$ cat config.mk
export PLATFORM = sky130hd
export DESIGN_NAME = wb_stage_reg
export DESIGN_NICKNAME = d
export VERILOG_FILES = /design/src/rtl/wb_stage_reg.sv
export SDC_FILE = /design/constraint.sdc
export NUM_CORES = 1
export LEC_CHECK = 0
export BUFFER_PORTS_ARGS = -buffer_cell sky130_fd_sc_hd__buf_2
export CORE_MARGIN = 2
export CORE_UTILIZATION = 61
export CTS_BUF_LIST = sky130_fd_sc_hd__clkbuf_8
export DETAILED_ROUTE_END_ITERATION = 12
export PLACE_DENSITY = 0.86
export SLEW_MARGIN = 20
export SYNTH_ARGS = -nofsm -noshare
export SYNTH_HDL_FRONTEND = slang
export SYNTH_SLANG_ARGS = --single-unit
$ cat constraint.sdc
create_clock -name clk -period 5.7 [get_ports clk]
set_clock_uncertainty 0.2 [all_clocks]
set_input_delay 0.285 -clock clk [delete_from_list [all_inputs] [get_ports clk]]
set_output_delay 0.285 -clock clk [all_outputs]
set_load 0.05 [all_outputs]
$ cat src/rtl/wb_stage_reg.sv
// MEM->WB stage register: valid/ready handshake, flush, optional two-entry skid
// buffer and a saturating counter of cycles where WB was ready but got nothing.
module wb_stage_reg #(
  parameter int DATA_W = 32,
  parameter int REG_W  = 5,
  parameter bit SKID   = 1'b1,
  parameter int CNT_W  = 16
) (
  input  logic              clk,
  input  logic              rst,
  input  logic              flush_i,
  input  logic              in_valid_i,
  output logic              in_ready_o,
  input  logic              in_we_i,
  input  logic [DATA_W-1:0] in_alu_i,
  input  logic [DATA_W-1:0] in_rdata_i,
  input  logic [REG_W-1:0]  in_waddr_i,
  output logic              out_valid_o,
  input  logic              out_ready_i,
  output logic              out_we_o,
  output logic [DATA_W-1:0] out_alu_o,
  output logic [DATA_W-1:0] out_rdata_o,
  output logic [REG_W-1:0]  out_waddr_o,
  output logic [1:0]        occupancy_o,
  output logic [CNT_W-1:0]  bubble_cnt_o
);

  typedef struct packed {
    logic              we;
    logic [DATA_W-1:0] alu;
    logic [DATA_W-1:0] rdata;
    logic [REG_W-1:0]  waddr;
  } ent_t;

  typedef enum logic [1:0] {EMPTY = 2'b00, ONE = 2'b01, FULL = 2'b11} state_t;

  state_t           state_q, state_d;
  ent_t             main_q, main_d, skid_q, skid_d, in_ent;
  logic [CNT_W-1:0] bub_q, bub_d;
  logic             main_v, skid_v, push, pop;

  assign main_v = (state_q != EMPTY);
  assign skid_v = (state_q == FULL);
  assign push   = in_valid_i & in_ready_o;
  assign pop    = main_v & out_ready_i;

  // Writes to x0 are killed at capture so WB never has to look at the address.
  assign in_ent = '{we: in_we_i & (|in_waddr_i), alu: in_alu_i,
                    rdata: in_rdata_i, waddr: in_waddr_i};

  generate
    if (SKID) begin : g_skid
      assign in_ready_o = ~skid_v;
    end else begin : g_noskid
      assign in_ready_o = ~main_v | out_ready_i;
    end
  endgenerate

  always_comb begin
    state_d = state_q;
    main_d  = main_q;
    skid_d  = skid_q;
    unique case (state_q)
      EMPTY: if (push) begin
        state_d = ONE;
        main_d  = in_ent;
      end
      ONE: begin
        if (push && pop) begin
          main_d = in_ent;
        end else if (push) begin
          state_d = FULL;
          skid_d  = in_ent;
        end else if (pop) begin
          state_d = EMPTY;
        end
      end
      FULL: if (pop) begin
        state_d = ONE;
        main_d  = skid_q;
      end
      default: state_d = EMPTY;
    endcase
    // Data may still load under flush; it is dead once the valid bits drop.
    if (flush_i) state_d = EMPTY;
  end

  always_comb begin
    bub_d = bub_q;
    if (out_ready_i && !main_v && !(&bub_q)) bub_d = bub_q + 1'b1;
  end

  always_ff @(posedge clk) begin
    if (rst) begin
      state_q <= EMPTY;
      main_q  <= '0;
      skid_q  <= '0;
      bub_q   <= '0;
    end else begin
      state_q <= state_d;
      main_q  <= main_d;
      skid_q  <= skid_d;
      bub_q   <= bub_d;
    end
  end

  assign out_valid_o  = main_v;
  assign out_we_o     = main_q.we & main_v;
  assign out_alu_o    = main_q.alu;
  assign out_rdata_o  = main_q.rdata;
  assign out_waddr_o  = main_q.waddr;
  assign occupancy_o  = {1'b0, main_v} + {1'b0, skid_v};
  assign bubble_cnt_o = bub_q;

endmodule
Word-level counts from Yosys, hierarchy flattened
Index checks and enable logic that the tools add are counted.
W data, S select, Z words.
Word-level totals
  flip-flop bits (word level): 158
  bits of input ports: 75
  output and inout bits: 90
  word-level logic and storage cells: 49
Cells by class
  $add $sub $neg: 2
  equality and inequality tests: 7
  mux-type cells: 10
  bitwise operators: 6
  reductions and logical operators: 14
Operators with widths (count)
  $mux W70: 3
  $pmux W70 S3: 1
  $add A16 B1 Y16 const B: 1
  $reduce_and A16 Y1: 1
  $mux W2: 5
  $reduce_and A4 Y1: 2
  $ne A2 B2 Y1 const B: 3
  $pmux W2 S3: 1
  $reduce_or A5 Y1: 1
  $and A1 B1 Y1: 4
  $logic_and A1 B1 Y1: 3
  $ne A3 B3 Y1 const B: 1
  $reduce_and A3 Y1: 1
  $reduce_bool A3 Y1: 1
  $add A1 B1 Y2: 1
  $eq A2 B1 Y1 const B: 1
  $eq A2 B2 Y1 const B: 1
  $logic_not A1 Y1: 2
  $logic_not A2 Y1: 1
  $ne A2 B1 Y1 const B: 1
  $not A1 Y1: 2
  $reduce_bool A2 Y1: 1
  $reduce_or A2 Y1: 1

Logic depth before layout (Yosys ltp)
  depth after elaboration: 6
  depth in mapped cells: 10

Worst setup path after synthesis
No wires, ideal clock.
  path type: flip-flop to flip-flop
  start point: register state_q[0]
  end point: register main_q (netlist bit out_rdata_o[11])
  setup time: 0.081 ns
  arrival time: 2.235 ns
  data required time: 5.419 ns
  path slack: 3.183 ns
  cell stages (with the launch flop): 10
  path buffers: 3
  clock period less this slack: 2.517 ns
  cells stage by stage: dfxtp_1 inv_1 ha_1 nor4b_1 a211o_1 buf_2 or2_1 buf_2 buf_6 a211oi_2
Between the ends
  longest elaborated chain between the ends: 6
RTL lines
  from (decl): RTL line 37  | state_t state_q, state_d;
  from (signal assigned): RTL line 100  | state_q <= state_d;
  $eq A2 B2 Y1: RTL line 43, 63
  $not A1 Y1: RTL line 53  | assign in_ready_o = ~skid_v;
  $and A1 B1 Y1: RTL line 44  | assign push = in_valid_i & in_ready_o;
  $logic_and A1 B1 Y1: RTL line 69  | if (push && pop) begin
  $ne A2 B2 Y1 (no source line)
  $reduce_and A4 Y1 (no source line)
  to (signal assigned): RTL line 101  | main_q <= main_d;
  to (decl): RTL line 38  | ent_t main_q, main_d, skid_q, skid_d, in_ent;
Parallel ways exist; a longest one is shown, timed or not.
A chain may end at the register's enable or synchronous reset.

Worst setup path in the final report
  start point: register state_q[0]
  end point: register main_q (netlist bit out_alu_o[29])
Same word-level chain as after synthesis.

==> metrics <==
status=finished, final reports clean; chip width=~110 um; Worst-path clk slew=0.08 ns; Final nets=~1000; worst min path class=primary input to flip-flop; Die Y=roughly 110 um; Final ANT Viol Nets=0; core area=between 0.01 and 0.015 sq mm; Max transition margin=between 20% and 30%; Die ar.=between 0.01 and 0.015 sq mm; number of synthesized flops with an enable pin=0; endpoints failing hold=0; H-tree depth=4; worst slew pin tran=1.09 ns; count leader, synth=dfxtp_1; clock network fraction of total power=between 20 and 30%; crit-path max FO=44; Ports=165; clk root buf=clkbuf_8; Yosys cell types=40; final WL=between 15 and 20 mm; Skew-Pair Late Insertion Delay=0.43 ns; share of layout cells above drive strength 1=between 20% and 30%; CTS tree=yes; PortBufs=about 160; Synthesis Warnings=0; Cell Int Power=between 0.0015 and 0.002 W; DP Area=about 0.008 sq mm; overall power=0.00263 W; commonest cells in the synthesized netlist=dfxtp_1, nand2_1, a21oi_1; Via density=between 5 and 6; DR pass1 iterations=4; flops & latches, synth=~160; PnR worst setup slack=roughly 2.5 ns; post-cts sizing count=0; worst path required time=roughly 5.8 ns; vias in the first global route=roughly 6000; sequential share of power=a little under half; # DRC=0; Layout Utilization=73.7%; clk buf depth=2; global route overflow=0; asr flop ratio synth=0%; vias=around 6300; sequential fraction of the synthesis area=42.2%; Worst Setup Start Kind=flip-flop; Lkg Pwr=~3.3 nW; Mapped Avg Cell Area=9.11 sq um; Setup crit end kind=flip-flop; min Tclk post-route=3.20 ns; Syn Inst Count=between 800 and 900; GPL Wtd Cong=roughly 0.84; initial DRC count=roughly 560; Finished Cell Area=about 0.0088 sq mm; worst path arrival time=3.30 ns; Syn Std Cell Area=between 0.007 and 0.008 sq mm; Synth area leader=dfxtp_1; CP cell instances=inv_1 > ha_1 > nor2b_1 > a211o_2 > or2_4 > buf_4 > a211oi_2; setup tns final=0 ns; max frequency=approximately 310 MHz; RSZ-0062 raised after global routing=no; Max VDD drop=0.172 mV; syn_nets=904; Slew Viols, Final=0; total track usage=26.7%; global-route wire length before repair=28.6 mm; largest net degree at the start of global routing=71; P&R area growth vs syn=18.0%; Sw Share=34.0%; Area contributors post-synth=dfxtp_1, a211oi_2, mux2i_1; CP Class=flip-flop to flip-flop; Initial Util=approximately 62%; initial antenna violation count=2; worst slack, placed=2.54 ns; max_cap viols=0; Comb power frac=about a quarter; DR WL/cell=between 15 and 20 um; CP top delay family=simple AND/OR/NAND/NOR gates; Pwr per Cell Area=between 200 and 300 mW/mm^2; Fillers=about 860; crit-path max cell delay=about 0.63 ns; hpwl dp=a little over 10 mm; top-area cell type share of the netlist area=42.2%; ys flop type=dfxtp_1; CTS sink cnt=158; final critical-path share of the clock period=56.2%; final setup fails=0; Buf/Inv on CP=2; Rows=40; Slowest-stage cell, CP=or2_4; Num CTS Buffers=17; net switching power=approximately 0.00090 W
-- per-layer routing --
layer | track usage [%] | share of wire [%] | vias up
li1 | - | - | 3077
met1 | 34.8 | 44 | 3022
met2 | 44.2 | 49 | 195
met3 | 5.06 | 5.3 | 27
met4 | 10.4 | 1.7 | 0
met5 | 0 | 0 | -
-- what timing repair did --
item                      CTS  global route
setup buffers               0             0
hold buffers               70             0
hold endpoints to repair   71             0
-- worst register-to-register path, cell delays in order, from the launching register on --
cell      delay [ns]
dfxtp_1         0.43
inv_1           0.12
ha_1            0.29
nor2b_1         0.45
a211o_2         0.23
or2_4           0.63
buf_4           0.58
a211oi_2        0.15
-- kinds of logic after synthesis --
logic type      Yosys count  share of synthesized area [%]
compound gates          177                           19.3
buf+inv                 142                           11.3
mux                      73                           9.76
flops                   158                           42.2
fa+ha+maj                 6                           1.00
simple gates            266                           16.2
xor+xnor                  1                          0.117
-- final cells by class --
cell class	instances	area (sq um)	share of cell area, %
Tap cell	147	184	2.08
Inverter	9	33.8	0.382
Timing Repair Buffer	242	1590	17.9
Clock inverter	11	96.3	1.09
Antenna cell	2	5.00	0.0566
Clock buffer	19	262	2.95
Sequential cell	158	3160	35.7
Multi-Input combinational cell	523	3520	39.8
-- power by group through the flow --
stage               clock (W)  combinational [W]  sequential [W]
finish               0.000756           0.000653         0.00123
global route         0.000813           0.000692         0.00123
CTS                  0.000768           0.000647         0.00122
detailed placement          0           0.000609         0.00125
global placement            0           0.000601         0.00125
floorplan                   0           0.000561         0.00124
-- worst paths after layout --
path              startpoint  slack [ns]  depth (start not counted)            end
setup reg to reg  state_q[0]        2.50                          7  out_alu_o[29]
setup / recovery  state_q[0]        2.50                          7  out_alu_o[29]
hold / removal       in_we_i        0.05                          4     main_q[69]
hold reg to reg    skid_q[0]        0.25                          2      skid_q[0]
-- state kept, by name, summed over array words and instances (netlist names) --
signal and flops:
out_waddr_o 5, main_q 1, state_q 2, out_alu_o 32, out_rdata_o 32, bubble_cnt_o 16, skid_q 70
-- layout by cell type, fill, tap and decap left out, types with 5 or more instances in the layout --
cell type / n
o31ai_1: 6
or4_1: 7
a21oi_1: 84
ha_1: 5
inv_1: 10
o21ai_0: 12
buf_2: 163
nand4_1: 6
a211oi_2: 69
nand2_1: 147
nor3_1: 70
clkbuf_8: 19
dfxtp_1: 158
or3_1: 6
nor2_1: 6
mux2i_1: 72
buf_4: 8
dlygate4sd3_1: 70
-- through the flow --
stage	cells	hold WS, ns
after global routing	1111	0.0672
final	1111	0.0507
after CTS	1109	0.0316
after detailed placement	1009	0.246
after global placement	1009	0.241
after floorplan	823	0.221
Power figures use the tool's default switching activity.
